## src/rtl/conv_pkg.sv

```systemverilog
// Shared types and constants for the convolution sequencer slice.
package conv_pkg;

  localparam int unsigned BANK_IDX_W = 3;

  localparam logic KMODE_3X3 = 1'b0;
  localparam logic KMODE_5X5 = 1'b1;

  typedef enum logic [3:0] {
    IDLE,
    IFMD_WAIT,
    IFMD_WR,
    KW_WAIT,
    KW_WR,
    CALC,
    DRAIN,
    READ,
    DONE
  } conv_state_t;

endpackage

```

## src/rtl/conv_drain_pipe.sv

```systemverilog
// CALC-delay pipe driving the ofmd write-address advance, plus the DRAIN cycle counter.
module conv_drain_pipe #(
  parameter int unsigned POST_LAT = 3
) (
  input  logic clk,
  input  logic rst,
  input  logic calc_active,
  input  logic drain_active,
  output logic ofmd_wr_addr_en,
  output logic drain_last
);

  // The address advance taps CALC delayed max(POST_LAT-1,1) cycles; deeper taps are never observed.
  localparam int unsigned PIPE_W = (POST_LAT > 1) ? POST_LAT - 1 : 1;
  localparam logic [3:0] DRAIN_END = 4'(POST_LAT - 1);

  logic [PIPE_W-1:0] calc_pipe;
  logic [3:0]        drain_cnt;

  always_ff @(posedge clk or negedge rst) begin
    if (!rst) begin
      calc_pipe <= '0;
    end else begin
      calc_pipe[0] <= calc_active;
      for (int unsigned i = 1; i < PIPE_W; i++) begin
        calc_pipe[i] <= calc_pipe[i-1];
      end
    end
  end

  always_ff @(posedge clk or negedge rst) begin
    if (!rst) begin
      drain_cnt <= '0;
    end else if (drain_active && !drain_last) begin
      drain_cnt <= drain_cnt + 4'd1;
    end else begin
      drain_cnt <= '0;
    end
  end

  assign drain_last      = drain_active && (drain_cnt == DRAIN_END);
  assign ofmd_wr_addr_en = calc_pipe[PIPE_W-1];

endmodule

```

## src/rtl/conv_seq_ctrl.sv

```systemverilog
// Top-level sequencer: ifmd/kernel bank loads, calc, drain and ofmd readout.
// Optional CONV_FRAME_LOOP_EN: DONE returns to IDLE after one cycle for back-to-back frames.
module conv_seq_ctrl
  import conv_pkg::*;
#(
  parameter int unsigned IFMD_BANKS = 2,
  parameter int unsigned KW_BANKS   = 4,
  parameter int unsigned POST_LAT   = 3
) (
  input  logic                  clk,
  input  logic                  rst,
  input  logic                  in_st_ifmd,
  input  logic                  ifmd_wr_done,
  input  logic                  in_st_kw,
  input  logic                  kw_is_5_5,
  input  logic                  kw_wr_done,
  input  logic                  calc_done,
  input  logic                  ofmd_rd_done,
  output logic [IFMD_BANKS-1:0] ifmd_ram_en,
  output logic [IFMD_BANKS-1:0] ifmd_wr,
  output logic [KW_BANKS-1:0]   kw_ram_en,
  output logic [KW_BANKS-1:0]   kw_wr,
  output logic [BANK_IDX_W-1:0] bank_idx,
  output logic                  is_5x5,
  output logic                  rd_enable,
  output logic                  ofmd_wr_addr_en,
  output logic                  ofmd_ram_en,
  output logic                  ofmd_rd_en,
  output logic                  out_st,
  output logic                  ifmd_wr_state,
  output logic                  kw_wr_state,
  output logic                  done
);

  localparam logic [BANK_IDX_W-1:0] IFMD_LAST = BANK_IDX_W'(IFMD_BANKS - 1);
  localparam logic [BANK_IDX_W-1:0] KW_LAST   = BANK_IDX_W'(KW_BANKS - 1);

  conv_state_t           state, next_state;
  logic [BANK_IDX_W-1:0] next_idx;
  logic                  next_5x5;
  logic                  drain_last;

  always_ff @(posedge clk or negedge rst) begin
    if (!rst) begin
      state    <= IDLE;
      bank_idx <= '0;
      is_5x5   <= KMODE_3X3;
      out_st   <= 1'b0;
    end else begin
      state    <= next_state;
      bank_idx <= next_idx;
      is_5x5   <= next_5x5;
      out_st   <= (next_state == READ) && (state != READ);
    end
  end

  // In WR states only the done input is examined, so a coincident start is dropped.
  always_comb begin
    next_state = state;
    next_idx   = bank_idx;
    next_5x5   = is_5x5;
    unique case (state)
      IDLE: begin
        if (in_st_ifmd) begin
          next_state = IFMD_WR;
          next_idx   = '0;
        end
      end
      IFMD_WAIT: begin
        if (in_st_ifmd) next_state = IFMD_WR;
      end
      IFMD_WR: begin
        if (ifmd_wr_done) begin
          if (bank_idx == IFMD_LAST) begin
            next_state = KW_WAIT;
            next_idx   = '0;
          end else begin
            next_state = IFMD_WAIT;
            next_idx   = bank_idx + 1'b1;
          end
        end
      end
      KW_WAIT: begin
        if (in_st_kw) begin
          next_state = KW_WR;
          if (bank_idx == '0) next_5x5 = kw_is_5_5 ? KMODE_5X5 : KMODE_3X3;
        end
      end
      KW_WR: begin
        if (kw_wr_done) begin
          if (bank_idx == KW_LAST) begin
            next_state = CALC;
          end else begin
            next_state = KW_WAIT;
            next_idx   = bank_idx + 1'b1;
          end
        end
      end
      CALC: begin
        if (calc_done) next_state = DRAIN;
      end
      DRAIN: begin
        if (drain_last) next_state = READ;
      end
      READ: begin
        if (ofmd_rd_done) next_state = DONE;
      end
      DONE: begin
`ifdef CONV_FRAME_LOOP_EN
        next_state = IDLE;
        next_idx   = '0;
`else
        next_state = DONE;
`endif
      end
      default: begin
        next_state = IDLE;
        next_idx   = '0;
      end
    endcase
  end

  always_comb begin
    ifmd_ram_en = '0;
    ifmd_wr     = '0;
    kw_ram_en   = '0;
    kw_wr       = '0;
    for (int unsigned i = 0; i < IFMD_BANKS; i++) begin
      ifmd_wr[i]     = (state == IFMD_WR) && (bank_idx == BANK_IDX_W'(i));
      ifmd_ram_en[i] = ifmd_wr[i] || (state == CALC);
    end
    for (int unsigned i = 0; i < KW_BANKS; i++) begin
      kw_wr[i]     = (state == KW_WR) && (bank_idx == BANK_IDX_W'(i));
      kw_ram_en[i] = kw_wr[i] || (state == CALC);
    end
  end

  assign rd_enable     = (state == CALC);
  assign ofmd_ram_en   = (state == CALC) || (state == DRAIN) || (state == READ);
  assign ofmd_rd_en    = (state == READ);
  assign ifmd_wr_state = (state == IFMD_WAIT) || (state == IFMD_WR);
  assign kw_wr_state   = (state == KW_WAIT) || (state == KW_WR);
  assign done          = (state == DONE);

  conv_drain_pipe #(
    .POST_LAT (POST_LAT)
  ) u_drain_pipe (
    .clk             (clk),
    .rst             (rst),
    .calc_active     (state == CALC),
    .drain_active    (state == DRAIN),
    .ofmd_wr_addr_en (ofmd_wr_addr_en),
    .drain_last      (drain_last)
  );

endmodule

```

## config.mk

```make
export PLATFORM = sky130hd
export DESIGN_NAME = conv_seq_ctrl
export DESIGN_NICKNAME = d
export VERILOG_FILES = /design/src/rtl/conv_pkg.sv /design/src/rtl/conv_drain_pipe.sv /design/src/rtl/conv_seq_ctrl.sv
export SDC_FILE = /design/constraint.sdc
export NUM_CORES = 1
export LEC_CHECK = 0
export CORE_UTILIZATION = 50
export DETAILED_ROUTE_END_ITERATION = 8
export GPL_TIMING_DRIVEN = 0
export PLACE_DENSITY = 0.84
export SETUP_SLACK_MARGIN = 0.5
export SLEW_MARGIN = 0
export SYNTH_ARGS = -nofsm -noshare
export SYNTH_HDL_FRONTEND = slang
export SYNTH_HIERARCHICAL = 1
export SYNTH_SLANG_ARGS = --single-unit
```

## constraint.sdc

```tcl
create_clock -name clk -period 4.3 [get_ports clk]
set_input_delay 0.43 -clock clk [delete_from_list [all_inputs] [get_ports clk]]
set_output_delay 0.43 -clock clk [all_outputs]
set_load 0.005 [all_outputs]
```

# Yosys cells after proc, flatten, opt, wreduce, memory -nomap -nowiden

Index checks and enable logic that the tools add are counted.

Register bits: 15
Output and inout bits: 24

$add $sub $neg: 2
Equal/unequal tests: 18
Mux-type cells: 18
Bitwise logic cells: 1
Reduce and logical (&&, ||, !) cells: 26

Operators by type and width:

| cell                | count |
|---|---|
| $mux 4              | 8 |
| $pmux 4 s8          | 1 |
| $eq 4x3->1 const B  | 5 |
| $mux 3              | 6 |
| $eq 4x2->1 const B  | 3 |
| $pmux 3 s4          | 1 |
| $logic_or 1x1->1    | 10 |
| $logic_and 1x1->1   | 9 |
| $ne 2x2->1 const B  | 4 |
| $eq 3x2->1 const B  | 2 |
| $reduce_or 6->1     | 1 |
| $reduce_and 5->1    | 1 |
| $add 4x1->4 const B | 1 |
| $eq 4x1->1 const B  | 1 |
| $eq 4x4->1 const B  | 1 |
| $logic_not 4->1     | 1 |
| $ne 4x3->1 const B  | 1 |
| $add 3x1->3 const B | 1 |
| $eq 3x1->1 const B  | 1 |
| $logic_not 3->1     | 1 |
| $reduce_and 3->1    | 1 |
| $mux 2              | 1 |
| $reduce_or 2->1     | 1 |
| $logic_not 1->1     | 1 |
| 2 further kinds     | 2 |

# Depth between registers and ports, before layout

Gate-level depths: netlist of the first run.

Depth after elaboration: 6
Mapped depth: 8

# Hierarchy

Netlist of the first run, hierarchy kept.

Modules (own cells, without submodules):

| module          | instances | cells an instance | area each (µm²) | seq. area each (µm²) |
|---|---|---|---|---|
| conv_seq_ctrl   | 1         | 96                | 827.0           | 225.2 |
| conv_drain_pipe | 1         | 20                | 260.2           | 150.1 |

# Worst setup path before layout of the first run

OpenSTA, ideal clock, no wires.

Path type: register to output
Start point: register state[3]
End point: output kw_ram_en[2]
Data arrival time: 1.205 ns
Slack: 2.665 ns
Stages on the path, launching flop included: 5
Cells stage by stage: dfrtp_1 > and2b_1 > nand2_2 > nor3b_1 > or2_2

Word-level cells in the longest chain between the ends: 3

Ends and longest elaborated chain:

| element                | RTL line             | RTL |
|---|---|---|
| from (decl)            | conv_seq_ctrl.sv:38  | `conv_state_t state, next_state;` |
| from (signal assigned) | conv_seq_ctrl.sv:50  | `state <= next_state;` |
| $eq 4x3->1             | conv_seq_ctrl.sv:133 | `kw_wr[i] = (state == KW_WR) && (bank_idx == BANK_IDX_W'(i));` |
| $logic_and 1x1->1      | conv_seq_ctrl.sv:133 |  |
| via kw_wr[2]           | conv_seq_ctrl.sv:22  | `output logic [KW_BANKS-1:0] kw_wr,` |
| $logic_or 1x1->1       | conv_seq_ctrl.sv:134 | `kw_ram_en[i] = kw_wr[i] \|\| (state == CALC);` |
| to (decl)              | conv_seq_ctrl.sv:21  | `output logic [KW_BANKS-1:0] kw_ram_en,` |

The timed path passes the listed nets, and every way through them passes these cells.

# Worst setup path after layout of the first run

Start point: register state[3]
End point: output kw_ram_en[2]

Word-level cells in the longest chain between the ends: 3

Ends and longest elaborated chain:

| element            | RTL line |
|---|---|
| $eq 4x3->1         | conv_seq_ctrl.sv:133 |
| $logic_and 1x1->1  | conv_seq_ctrl.sv:133 |
| $logic_or 1x1->1 * | conv_seq_ctrl.sv:134 |

Every way passes the cells marked *; elsewhere a longest branch is shown, timed or not.

==> results_dict.tcl, run 1 <==
set metrics [dict create \
    slowest_stage "clkdlybuf4s50_1" \
    ys_ff_latch 15 \
    setup_violations 0 \
    arrival_ns 2.10 \
    die_x_um 48.6 \
    postCtsHoldBufs 0 \
    clkTransAtPathRegs_ns 0.09 \
    via_count 965 \
    core_area_sq_um 2000 \
    drive_gt1_share_pct 11.8 \
    hold_violations 0 \
    synth_top_area_share_pct 34.5 \
    grt_max_degree 16 \
    period_needed_ns 2.53 \
    worst_slew_pin_slew_ns 0.628 \
    hold_path.class "register to register" \
    reg2reg_to "state[0]" \
    p_leak_uw 0.000666 \
    reg2regPathDepth 8 \
    syn_nets 132 \
    max_stage_delay_ns 0.49 \
    r2r-start "state[1]" \
    synth_edf_count 0 \
    cts-buffers-inserted 3 \
    critical_path_required_ns 3.87 \
    dp_hpwl_um 1930 \
    crit_fanout 10 \
    yosysWarnings 6 \
    die_h_um 48.6 \
    viasPerCell 5.39 \
    yosysUniqueCellTypes 42 \
    antenna_found_initial 0 \
    worstHoldStart "u_drain_pipe/calc_pipe[0]" \
    start_util_pct 54.3 \
    layout_common_cells "clkdlybuf4s50_1, dfrtp_1, nor2_1, inv_1" \
    synth_area_leaders "dfrtp_1, ha_1, nor2_1" \
    critPathLaunchType "register" \
    final_nets 169 \
    rows 16 \
    fill_cells 158 \
    cap_violations 0 \
    skew_ns 0.0138 \
    fmaxAchievable_mhz 395 \
    stdcell_area_sq_um 1470 \
    synthToLayoutAreaGrowth_pct 35.0 \
    syn_avg_cell_area_sq_um 9.37 \
    clock_latency_ns 0.28 \
    setup-tns-final_ns 0 \
    whs_endpoint "u_drain_pipe/calc_pipe[1]" \
    synthCells 116 \
    yosys.area.top_type "dfrtp_1" \
    rrSetupSlack_ns 2.30 \
    ys_seq_area_share_pct 34.5 \
    cts.path.max_buffers 2 \
    routedWlPerCell_um 13.9 \
    p_per_area_nw_per_um2 500 \
    holdPathStages 0 \
    ioPinCount 33 \
    ant_nets 0 \
    slew_headroom_pct 58.0 \
    drc 0 \
    placed_cell_area_sq_um 1440 \
    port_buffers 32 \
    cts_tree "built" \
    crit_start "state[3]" \
    totalWireLength_um 2490 \
    grt_pass1_vias 1042 \
    fin_crit_sh_pct 58.8 \
    overflow 0 \
    grt_pass1_wl_um 4490 \
    dieArea_sq_um 2360 \
    drt_iter0_drc 23 \
    slew_violations 0 \
    async_flop_share_pct 100 \
    layout_commonest_cell "clkdlybuf4s50_1" \
    synth_ff_type "dfrtp_1" \
    firstDrtPassIters 4 \
    clock-sinks 15 \
    status "finished, final reports clean" \
    antennaDiodeCount 0 \
    synth_area_sq_um 1090 \
    cts_setup_buffers 0 \
    worst_setup_path_end_kind "output port" \
    place.gp.congestion 0.834 \
    h-tree-depth 1 \
    cts_root_buffer "clkbuf_4" \
    grt_setup_unrepaired "false" \
    cts_resized 0 \
    ir_worst_vdd_mv 0.354 \
    fin_total_pwr_uw 734 \
    track_usage_pct 24.6 \
    path_class "register to output port" \
    path_cells "and2b_1 -> nand2_2 -> nor3b_1 -> or2_2 -> clkdlybuf4s50_1" \
]
[synth_stat cells (all sizes together) (3+ instances only)]
library cell / instances
nor2: 13
inv: 9
dfrtp: 15
ha: 7
nor3b: 4
nor3: 4
nand2: 5
and2: 3
mux2: 4
buf: 4
nand2b: 5
o21ai: 4
nor2b: 7
[stage by stage]
step / worst slack, ns / instances / hold WS, ns / utilization (%)
2_1_floorplan: 2.66 / 116 / 0.134 / -
3_3_place_gp: 2.13 / 175 / 0.343 / 72.0
3_5_place_dp: 2.11 / 175 / 0.342 / 72.0
6_report: 1.77 / 179 / 0.365 / 73.3
4_1_cts: 1.78 / 179 / 0.368 / 73.3
5_1_grt: 1.61 / 179 / 0.380 / 73.3
[how the worst max path moves through the flow]
stage,endpoint,slack [ns],depth (start not counted)
CTS,kw_ram_en[2],1.78,5
floorplan,kw_ram_en[2],2.66,4
detailed placement,kw_ram_en[2],2.11,5
global placement,kw_ram_en[2],2.13,5
finish,kw_ram_en[2],1.77,5
global route,kw_ram_en[2],1.61,5
[worst max-delay path, delay by kind of cell, from the launching register on]
| kind | cells | cell delay, ns |
|---|---|---|
| buffers and inverters | 1 | 0.49 |
| DFF | 1 | 0.42 |
| and+or+nand+nor | 4 | 0.91 |
[area by class of cell]
| type | count | area [sq um] | share of cell area (%) |
|---|---|---|---|
| buffer | 5 | 30.0 | 2.05 |
| clock buffer | 4 | 26.3 | 1.79 |
| inverter | 9 | 33.8 | 2.30 |
| timing repair buffer | 32 | 320 | 21.8 |
| sequential | 15 | 375 | 25.6 |
| multi-input combinational | 87 | 648 | 44.2 |
| tap | 27 | 33.8 | 2.30 |
[logic make-up after synthesis]
group,after synthesis,share of synthesized area (%)
adder cells (fa/ha/maj),7,8.05
AO/OA/AOI/OAI,18,13.5
XOR/XNOR,2,1.61
buffers and inverters,14,5.87
multiplexers,6,7.02
AND/OR/NAND/NOR,54,29.5
flip-flops,15,34.5
[power breakdown]
group / switching (uW) / internal [uW]
combinational: 213 / 243
clock: 42.3 / 36.0
sequential: 29.5 / 170
total: 285 / 449
[layer usage]
metal	track usage, %	routed length [um]	vias up
met5	0	0	-
met4	7.84	23	0
met3	7.23	117	4
met2	41.7	1280	29
met1	29.7	1070	458
li1	-	-	474
[flip-flops by register name, indices dropped and copies added (netlist names)]
register	flops
u_drain_pipe/drain_cnt	4
state	4
u_drain_pipe/calc_pipe	2
is_5x5	1
out_st	1
bank_idx	3
Power figures use the tool's default switching activity.
==> inputs of run 2 (changes only) <==
--- a/config.mk
+++ b/config.mk
@@ -5,10 +5,10 @@
 export SDC_FILE = /design/constraint.sdc
 export NUM_CORES = 1
 export LEC_CHECK = 0
-export CORE_UTILIZATION = 50
+export CORE_UTILIZATION = 42
 export DETAILED_ROUTE_END_ITERATION = 8
 export GPL_TIMING_DRIVEN = 0
-export PLACE_DENSITY = 0.84
+export PLACE_DENSITY = 0.76
 export SETUP_SLACK_MARGIN = 0.5
 export SLEW_MARGIN = 0
 export SYNTH_ARGS = -nofsm -noshare
==> constraint.sdc (replaced) <==
create_clock -name clk -period 2.3 [get_ports clk]
set_input_delay 0.23 -clock clk [delete_from_list [all_inputs] [get_ports clk]]
set_output_delay 0.23 -clock clk [all_outputs]
set_load 0.005 [all_outputs]
==> results_dict.tcl, run 2 (same netlist as run 1, synthesis figures left out) <==
set metrics [dict create \
    cap_violations 0 \
    layout_common_cells "buf_4, clkdlybuf4s50_1, dfrtp_1, buf_6, nor2_1" \
    cts_root_buffer "clkbuf_4" \
    drc 0 \
    combPwrFrac_pct 73.3 \
    clockPowerShare_pct 8.3 \
    dieArea_sq_um 2800 \
    crit_start "state[0]" \
    swShare_pct 41.2 \
    whs_ns 0.343 \
    crit_fanout 6 \
    drive_gt1_share_pct 48.9 \
    viasPerCell 5.70 \
    path_delay_family "buffers and inverters" \
    track_usage_pct 24.6 \
    cts.path.max_buffers 2 \
    h-tree-depth 1 \
    place.gp.congestion 0.888 \
    cts_tree "built" \
    dp.cells 178 \
    rrSetupSlack_ns 0.44 \
    reg2reg_to "bank_idx[0]" \
    fin_total_pwr_uw 2000 \
    via_count 1242 \
    port_buffers 32 \
    die_x_um 52.9 \
    grt_setup_unrepaired "true" \
    ioPinCount 33 \
    final_nets 205 \
    die_h_um 52.9 \
    p_leak_uw 0.000943 \
    hold_violations 0 \
    routedWlPerCell_um 17.9 \
    grt_pass1_vias 1039 \
    largestRegisters "state (4), u_drain_pipe/drain_cnt (4), bank_idx (3)" \
    ant_nets 0 \
    firstDrtPassIters 4 \
    critPathLaunchType "register" \
    fin_crit_sh_pct 84.9 \
    reg2regPathDepth 8 \
    grt_max_degree 16 \
    period_needed_ns 1.95 \
    slowest_stage "clkdlybuf4s50_1" \
    ir_worst_vdd_mv 0.769 \
    power.switching_uw 823 \
    max_stage_delay_ns 0.50 \
    dp_hpwl_um 1890 \
    p_int_uw 1180 \
    clock-sinks 15 \
    clkTransAtPathRegs_ns 0.11 \
    overflow 0 \
    final_cells 218 \
    arrival_ns 1.72 \
    setup_violations 0 \
    layout_commonest_cell "buf_4" \
    hold_path.class "input port to asynchronous set/reset pin" \
    wl_met3_um 295 \
    postCtsHoldBufs 0 \
    drt_iter0_drc 42 \
    critical_path_required_ns 2.07 \
    rows 18 \
    routed.top_layer "met4" \
    status "finished, final reports clean" \
    slew_headroom_pct 52.6 \
    critPathBufInv 2 \
    totalWireLength_um 3890 \
    antenna_found_initial 0 \
    start_util_pct 44.3 \
    setup-tns-final_ns 0 \
    power_frac_seq_pct 18.5 \
    wl_met1_um 1630 \
    fmaxAchievable_mhz 512 \
    clock_latency_ns 0.30 \
    routed-wl-met2_um 1840 \
    p_per_area_nw_per_um2 1040 \
    path_cells "buf_6 -> nor2b_2 -> mux2i_1 -> nor2_1 -> clkdlybuf4s50_1" \
    skew_ns 0.0114 \
    worst_setup_path_end_kind "output port" \
    core_area_sq_um 2450 \
    cts-buffers-inserted 3 \
    path_class "register to output port" \
    antennaDiodeCount 0 \
    synthToLayoutAreaGrowth_pct 76.8 \
    r2r-start "bank_idx[0]" \
    slew_violations 0 \
    grt_pass1_wl_um 4940 \
    worst_slew_pin_slew_ns 0.709 \
]
-- run 2: changes by cell type in the layout (fill, tap and decap cells not counted), moves of 6 or more --
cell,previous run,this run
buf_6,1,10
buf_4,0,29
clkbuf_2,0,6
nor2_4,0,6
nor2_1,13,7
clkdlybuf4s50_1,32,15
-- run 2: what timing repair did --
action	CTS	global route
pin swaps	6	13
buffers inserted	22	14
resized for setup	52	54
setup endpoints to repair	19	21
-- run 2: routing by layer --
layer | vias up | global-route usage, %
li1 | 552 | -
met1 | 597 | 30.8
met2 | 74 | 42.8
met3 | 19 | 3.74
met4 | 0 | 7.89
met5 | - | 0
-- run 2: worst max path at each step --
stage	endpoint	slack, ns	depth (start not counted)
final	kw_wr_state	0.35	5
after global routing	ifmd_ram_en[0]	0.32	9
after CTS	kw_ram_en[2]	0.27	6
after detailed placement	kw_ram_en[2]	0.28	5
after global placement	kw_ram_en[2]	0.32	5
after floorplan	bank_idx[0]	0.68	5
-- run 2: worst reg2reg max path: cells and delay by family (launching register included) --
kind            cells  cell delay, ns
compound gates      1            0.18
fa+ha+maj           2            0.31
buf+inv             3            0.41
flops               1            0.42
mux                 1            0.33
simple gates        1            0.11
-- run 2: through the flow --
stage	setup slack, ns	util, %	area [sq um]
3_3_place_gp	0.322	58.9	1450
4_1_cts	0.269	68.9	1690
3_5_place_dp	0.280	58.9	1450
2_1_floorplan	0.679	-	1090
5_1_grt	0.316	78.3	1920
6_report	0.347	78.3	1920
-- run 2: area by class of cell --
type                            instances  area [sq um]
Clock buffer                            4          26.3
Tap cell                               30          37.5
Sequential cell                        15           378
Inverter                                9          36.3
Multi-Input combinational cell         87           821
Timing Repair Buffer                   68           573
Fill cell                             150           533
Buffer                                  5          50.0
-- run 2: power groups by stage --
stage / Combinational (uW) / Sequential [uW] / Clock (uW)
after floorplan: 527 / 368 / 0
after global placement: 842 / 377 / 0
after detailed placement: 845 / 382 / 0
after CTS: 1090 / 363 / 161
after global routing: 1550 / 373 / 172
final: 1470 / 369 / 165
